$ cat src/rtl/clk_div_bank_pkg.sv
// Shared definitions for the clock divider bank: output mode encoding and the
// power-on divisor.
package clk_div_bank_pkg;

    typedef enum logic {
        MODE_TOGGLE = 1'b0,
        MODE_PULSE  = 1'b1
    } div_mode_e;

    localparam int unsigned DEFAULT_DIV_VAL = 13500000;

endpackage

$ cat src/rtl/clk_div_bank_chan.sv
// One divider channel: active/shadow divisor and mode, counter, and
// registered square-wave or tick output. Retunes only at the terminal count.
module clk_div_chan
    import clk_div_bank_pkg::*;
#(
    parameter int unsigned      CNT_W   = 25,
    parameter logic [CNT_W-1:0] RST_DIV = '0
) (
    input  logic             clk_in,
    input  logic             reset_in,
    input  logic             en,
    input  logic             sync,
    input  logic             wr,
    input  logic [CNT_W-1:0] wr_div,
    input  logic             wr_mode,
    output logic             clk_out,
    output logic             tick_out,
    output logic             pending
);

    logic [CNT_W-1:0] cnt;
    logic [CNT_W-1:0] act_div;
    logic [CNT_W-1:0] sh_div;
    div_mode_e        act_mode;
    div_mode_e        sh_mode;
    logic             tc;
    logic             apply_now;

    // A pending shadow is taken whenever the period is restarted anyway:
    // terminal count, channel disabled, or bank-wide sync.
    always_comb begin
        tc        = (cnt == act_div);
        apply_now = pending && (sync || !en || tc);
    end

    always_ff @(posedge clk_in or negedge reset_in) begin
        if (!reset_in) begin
            cnt      <= '0;
            act_div  <= RST_DIV;
            sh_div   <= RST_DIV;
            act_mode <= MODE_TOGGLE;
            sh_mode  <= MODE_TOGGLE;
            pending  <= 1'b0;
            clk_out  <= 1'b0;
            tick_out <= 1'b0;
        end else begin
            if (apply_now) begin
                act_div  <= sh_div;
                act_mode <= sh_mode;
            end

            if (wr) begin
                sh_div  <= wr_div;
                sh_mode <= div_mode_e'(wr_mode);
                pending <= 1'b1;
            end else if (apply_now) begin
                pending <= 1'b0;
            end

            if (sync || !en) begin
                cnt      <= '0;
                clk_out  <= 1'b0;
                tick_out <= 1'b0;
            end else if (tc) begin
                cnt <= '0;
                // A mode switch starts the new waveform from a low level.
                if (apply_now && (sh_mode != act_mode)) begin
                    clk_out  <= 1'b0;
                    tick_out <= 1'b0;
                end else if (act_mode == MODE_TOGGLE) begin
                    clk_out  <= ~clk_out;
                    tick_out <= 1'b0;
                end else begin
                    clk_out  <= 1'b0;
                    tick_out <= 1'b1;
                end
            end else begin
                cnt      <= cnt + CNT_W'(1);
                tick_out <= 1'b0;
            end
        end
    end

endmodule

$ cat src/rtl/clk_div_bank.sv
// Bank of NUM_CH programmable clock dividers with a shared write port.
// Define CLK_DIV_SYNC_EN to add sync_in for phase-aligning all channels.
module clk_div_bank
    import clk_div_bank_pkg::*;
#(
    parameter int unsigned NUM_CH      = 4,
    parameter int unsigned CNT_W       = 25,
    parameter int unsigned DEFAULT_DIV = DEFAULT_DIV_VAL,
    localparam int unsigned CH_W       = (NUM_CH > 1) ? $clog2(NUM_CH) : 1
) (
    input  logic              clk_in,
    input  logic              reset_in,
`ifdef CLK_DIV_SYNC_EN
    input  logic              sync_in,
`endif
    input  logic [NUM_CH-1:0] ch_en,
    input  logic              wr_en,
    input  logic [CH_W-1:0]   wr_ch,
    input  logic [CNT_W-1:0]  wr_div,
    input  logic              wr_mode,
    output logic [NUM_CH-1:0] clk_out,
    output logic [NUM_CH-1:0] tick_out,
    output logic [NUM_CH-1:0] pending
);

    logic sync_all;

`ifdef CLK_DIV_SYNC_EN
    assign sync_all = sync_in;
`else
    assign sync_all = 1'b0;
`endif

    // Out-of-range channel numbers match no channel and are dropped.
    for (genvar i = 0; i < NUM_CH; i++) begin : g_chan
        logic wr_hit;
        assign wr_hit = wr_en && (wr_ch == CH_W'(i));

        clk_div_chan #(
            .CNT_W   (CNT_W),
            .RST_DIV (CNT_W'(DEFAULT_DIV))
        ) u_chan (
            .clk_in   (clk_in),
            .reset_in (reset_in),
            .en       (ch_en[i]),
            .sync     (sync_all),
            .wr       (wr_hit),
            .wr_div   (wr_div),
            .wr_mode  (wr_mode),
            .clk_out  (clk_out[i]),
            .tick_out (tick_out[i]),
            .pending  (pending[i])
        );
    end

endmodule

$ cat config.mk
export PLATFORM = sky130hd
export DESIGN_NAME = clk_div_bank
export DESIGN_NICKNAME = d
export VERILOG_FILES = /design/src/rtl/clk_div_bank_pkg.sv /design/src/rtl/clk_div_bank_chan.sv /design/src/rtl/clk_div_bank.sv
export SDC_FILE = /design/constraint.sdc
export NUM_CORES = 1
export LEC_CHECK = 0
export ABC_AREA = 1
export CAP_MARGIN = 20
export CORE_ASPECT_RATIO = 0.7
export CORE_MARGIN = 1.5
export CORE_UTILIZATION = 50
export CTS_BUF_LIST = sky130_fd_sc_hd__clkbuf_4 sky130_fd_sc_hd__clkbuf_8
export CTS_CLUSTER_DIAMETER = 50
export DETAILED_ROUTE_END_ITERATION = 8
export PLACE_DENSITY = 0.72
export SYNTH_ARGS = -nofsm -noshare
export SYNTH_HDL_FRONTEND = slang
export SYNTH_SLANG_ARGS = --single-unit
$ cat constraint.sdc
create_clock -name clk_in -period 1.8 [get_ports clk_in]
set_clock_uncertainty 0.15 [all_clocks]
set_input_delay 0.36 -clock clk_in [delete_from_list [all_inputs] [get_ports clk_in]]
set_output_delay 0.36 -clock clk_in [all_outputs]
set_load 0.005 [all_outputs]
# Word level (Yosys, flattened, before mapping)
# Cells that the tools add are included.
[word_totals] ff_bits=320 latchBits=0 ramBits=0 rom_bits=0 input_bits=35 memories=0
[classes] n_addsub=4 multipliers=0 n_div=0 order_cmp=0 eq_ne=15 n_shift=0 mux=48 n_bitwise=4 reduce_logical=25
[op_table] op="2-to-1 mux 25 bit" n=8
[op_table] op="adder 25 x 1 -> 25 bit, second input constant" n=4
[op_table] op="equality test 25 bit" n=4
[op_table] op="2-to-1 mux 1 bit" n=40
[op_table] op="logical AND 1 bit" n=12
[op_table] op="!= test 2 x 1 -> 1 bit, second input constant" n=4
[op_table] op="nonzero test 2 bit" n=4
[op_table] op="equality test 2 bit, second input constant" n=2
[op_table] op="logical NOT 1 bit" n=4
[op_table] op="logical OR 1 bit" n=4
[op_table] op="!= test 1 bit" n=4
[op_table] op="NOT 1 bit" n=4
[op_table] op="equality test 2 x 1 -> 1 bit, second input constant" n=1
[op_table] op="logical NOT 2 bit" n=1

# Depth between registers and ports, before layout
[logic_depth] word_depth=7 mapped_depth=12

# Modules after synthesis
# A second synthesis with hierarchy kept.
[unflattened] cells_unflattened=2145 hier_area_um2=16319.4
[by_module_without_submodules] module="clk_div_chan" n_inst=4 cells_each=534 area_per_inst_um2=4071.4
[by_module_without_submodules] module="clk_div_bank" n_inst=1 cells_each=9 area_per_inst_um2=33.8

# Least setup slack after synthesis
# No wires, ideal clock.
[synth_path] path_kind="register to register" startpoint="reg g_chan[1].u_chan.cnt[0]" endpoint="reg g_chan[1].u_chan.cnt[16]" t_arrival_ps=1592 t_required_ps=1529 path_slack_ps=-63 stages_incl_launch_ff=11 n_path_buf=0 cell_sequence="dfrtp_1 -> ha_1 -> nand2_1 -> nor2_1 -> nand2_1 -> nor2_2 -> nand3_1 -> nor2_2 -> nand3_1 -> o21ai_0 -> nor2_1"
[synth_via] elab_chain_len=3 elab_cells_between_ends=4 cone_classes="1 x add/sub; 1 x eq/ne; 2 x mux"
[synth_lines] item="start, declared" line_no="clk_div_bank_chan.sv:21" text="logic [CNT_W-1:0] cnt;"
[synth_lines] item="start signal, assigned" line_no="clk_div_bank_chan.sv:78" text="cnt <= cnt + CNT_W'(1);"
[synth_lines] item="adder 25 x 1 -> 25 bit / equality test 25 bit (equally long branches)" line_no="clk_div_bank_chan.sv:78, clk_div_bank_chan.sv:32"
[synth_lines] item="2-to-1 mux 25 bit (*)" line_no="clk_div_bank_chan.sv:64" text="end else if (tc) begin"
[synth_lines] item="2-to-1 mux 25 bit (*)" line_no="clk_div_bank_chan.sv:60" text="if (sync || !en) begin"
# Mark *: on every way between the ends. The rest lies on a longest branch, timed or not.
# A chain may end at the register's enable or synchronous reset.

# Worst setup path in the final report
[layout_path] startpoint="reg g_chan[2].u_chan.act_div[22]" endpoint="reg g_chan[2].u_chan.act_div[2]"
[layout_via] elab_chain_len=3
[layout_lines] item="start, declared" line_no="clk_div_bank_chan.sv:22" text="logic [CNT_W-1:0] act_div;"
[layout_lines] item="start signal, assigned" line_no="clk_div_bank_chan.sv:48" text="act_div <= sh_div;"
[layout_lines] item="equality test 25 bit" line_no="clk_div_bank_chan.sv:32" text="tc = (cnt == act_div);"
[layout_lines] item="logical OR 1 bit" line_no="clk_div_bank_chan.sv:33" text="apply_now = pending && (sync || !en || tc);"
[layout_lines] item="logical AND 1 bit" line_no="clk_div_bank_chan.sv:33"
# Every way passes these cells.

==> impl_results.md <==
* Status: finished with violations
* Failing checks: setup timing
* Pwr per Cell Area at 966.9 mW/mm^2
* Tcrit/Tclk final at 1.198
* Total gr overflow at 0
* Number of distinct library cells after synthesis at 30
* Hold crit path type: in2async
* GP Congestion at 0.9275
* CTS tree: yes
* Least-Margin Pin Slew at 586.2 ps
* Fillers at 2274
* Worst setup margin at -356.4 ps
* DR pass1 iterations at 6
* Pwr Total at 21.30 mW
* Leakage at 10.15 nW
* Syn_area_per_cell at 7.671 sq um
* Largest net degree at the start of global routing at 55
* CP Max Fanout at 7
* CTS buffer count at 49
* Cell depth of the worst setup path at 13
* Critical path capture point type: flop
* Critical Path Most Common Cell: nand2_1
* Vias at 15026
* Seq cells post-synth at 320
* HPWL Detailed at 30360 um
* First-pass GRT wire length at 74340 um
* CP Data Required Time at 2140 ps
* Area Growth Syn to Fin at 40.45%
* CTS Buffer Depth at 3
* Largest cells by area after synthesis: dfrtp_1 (33%), dfstp_2 (19%), nand2_1 (17%)
* Worst-path cell chain: inv_1 -> nand2_1 -> nand2_1 -> nor2_2 -> nand3_2 -> nor2_2 -> nand3_2 -> nand2_4 -> buf_12 -> nand2_8 -> buf_12 -> nand2_2 -> nand2_1
* Seq/Total Area, Yosys at 0.5194
* Rows at 54
* Vias per std cell at 5.302
* Delay-heaviest family, CP: simple AND/OR/NAND/NOR gates
* Final Hold Viols at 0
* Clock Sink Count at 320
* Post-layout minimum cycle time at 2156 ps
* Fmax at 463.7 MHz
* Syn Nets at 2084
* Dpl ws at -323.4 ps
* Starting Density at 0.5058
* Relative slew slack at 0.6092
* RSZ-0062 raised after global routing: yes
* Critical path class: reg2reg
* Max-Cap Viols at 0
* Clock insertion delay at the later pin of the skew report at 610 ps
* Crit. Startpoint: g_chan[2].u_chan.act_div[22]
* Core area at 0.03101 sq mm
* Nets at 2413
* Crit path DAT at 2490 ps
* Pins Over Slew Limit at 0
* Die Y at 151.2 um
* Die Width at 214.7 um
* Final setup vio count at 215
* Slowest CP cell: dfstp_2
* Total die area at 0.03246 sq mm
* Routed length per placed instance at 17.12 um
* Type of element launching the critical path: flop
* R2R cell count at 13
* Final hold slack at 60.94 ps
* Maximum vdd drop at 647.8 uV
* Synth area leader: dfrtp_1
* Post-Syn Area at 0.01569 sq mm
* Largest stage delay, worst path at 530 ps
* Ratio of cells with drive above 1 in the final layout at 0.3634
* Yosys warns at 0
* Reg-to-reg startpoint: g_chan[2].u_chan.act_div[22]
* Num ports at 47
* GR Util All Layers at 0.2907
* DRT antenna net count at 0
* Clk pin slew, worst setup/hold paths at 60 ps
* Vias in the first global route at 14136
* Initial antenna violation count at 0
* Root Driver: clkbuf_8
* Post-Route WL at 48510 um
* Worst flop-to-flop path endpoint: g_chan[2].u_chan.act_div[2]
* DRC Markers at 0
* WP buf/inv at 3
* PortBufs at 46
* DRT iter0 DRCs at 1401
* Crit path to: g_chan[2].u_chan.act_div[2]
* Area share of the largest cell type after synthesis at 0.3318
* H-tree Lvls at 2
* R2R setup slack at -360 ps
* Final core utilization at 0.7104
* Gate count of the mapped netlist at 2045
-- layout make-up --
| class | count | area [sq um] | share of cell area |
|---|---|---|---|
| timing repair buffer | 344 | 3358 | 0.1524 |
| inverter | 237 | 889.6 | 0.04038 |
| antenna | 1 | 2.502 | 0.0001136 |
| multi-input combinational | 1422 | 7996 | 0.3630 |
| clock buffer | 85 | 1026 | 0.04657 |
| clock inverter | 5 | 78.83 | 0.003578 |
| tap | 420 | 525.5 | 0.02385 |
| sequential | 320 | 8154 | 0.3701 |
-- metrics by stage --
| step | setup TNS [ps] | cell area (sq um) | instances |
|---|---|---|---|
| finish | -47620 | 22030 | 2834 |
| global route | -67140 | 22030 | 2833 |
| CTS | -27320 | 21000 | 2821 |
| detailed placement | -37820 | 18360 | 2688 |
| global placement | -29700 | 18360 | 2688 |
| floorplan | -95.67 | 15700 | 2045 |
-- layer usage --
layer	wire [um]	GRT usage	up-vias	share of wire
li1	-	-	7048	-
met1	21100	0.4131	7299	0.43
met2	22230	0.4561	572	0.46
met3	3885	0.05582	107	0.080
met4	1301	0.08451	0	0.027
met5	0	0	-	0
-- worst min path at each step --
| stage | startpoint | depth (start not counted) | end | slack (ps) |
|---|---|---|---|---|
| after global placement | reset_in | 1 | g_chan[1].u_chan.cnt[13] | 80 |
| after global routing | reset_in | 2 | g_chan[1].u_chan.cnt[15] | 60 |
| after detailed placement | reset_in | 1 | g_chan[1].u_chan.cnt[15] | 80 |
| final | reset_in | 2 | g_chan[1].u_chan.cnt[15] | 60 |
| after CTS | reset_in | 2 | g_chan[1].u_chan.cnt[15] | 50 |
| after floorplan | reset_in | 0 | g_chan[0].u_chan.act_div[0] | -90 |
-- state kept, by name (all words and copies together), names as in the netlist --
name                    cells
g_chan.u_chan.sh_mode       4
g_chan.u_chan.act_mode      4
g_chan.u_chan.sh_div      100
g_chan.u_chan.act_div     100
g_chan.u_chan.tick_out      4
g_chan.u_chan.cnt         100
g_chan.u_chan.clk_out       4
g_chan.u_chan.pending       4
-- cells by family (layout without fill, tap and decap cells) --
kind of cell    after synthesis  after routing  share of synthesized area
simple gates               1202           1205                     0.3126
flops                       320            320                     0.5194
buf+inv                     306            671                    0.07968
compound gates              154            154                    0.05217
xor+xnor                     59             59                    0.03294
fa+ha+maj                     4              4                   0.003191
other cells                   0              1                          0
-- placed cells by master, fill, tap and decap left out, drive strengths merged, types with 2 or more instances in the layout --
master         instances
a31oi                  2
bufinv                 2
ha                     4
dfstp                112
o21ai                122
clkdlybuf4s50         33
o2111ai                8
dlygate4sd2            8
clkinv                 2
dfrtp                208
nor3                  55
buf                  296
nor4                   6
nand4                 22
nand2                729
nand3                149
clkbuf                87
xor2                  38
a21oi                 22
nor2                 234
inv                  238
xnor2                 21
nor3b                  8
clkdlybuf4s15          4
-- what timing repair did --
item                                    CTS  global route
pin swaps                               100           119
resized for setup                       275           271
buffers inserted                         27            18
endpoints found under the setup margin  224           216
hold endpoints to repair                231             0
hold buffers                              1             0
cloned                                   17             3
-- cells in the mapped netlist (all sizes together) --
| cell | n |
|---|---|
| nor4 | 6 |
| nand4 | 22 |
| nor3b | 8 |
| buf | 37 |
| a31oi | 2 |
| a21oi | 22 |
| ha | 4 |
| o2111ai | 8 |
| nand3 | 149 |
| nand2 | 726 |
| dfrtp | 208 |
| nand3b | 1 |
| xor2 | 38 |
| clkbuf | 32 |
| or2 | 1 |
| inv | 237 |
| nor2 | 234 |
| dfstp | 112 |
| xnor2 | 21 |
| nor3 | 55 |
| o21ai | 122 |
-- power breakdown --
group          internal, mW  switching, mW
Clock                  3.85           2.97
Sequential             8.69          0.998
Combinational          2.10           2.69
Total                  14.6           6.66
Note: power is estimated with default switching activity, not from simulation.
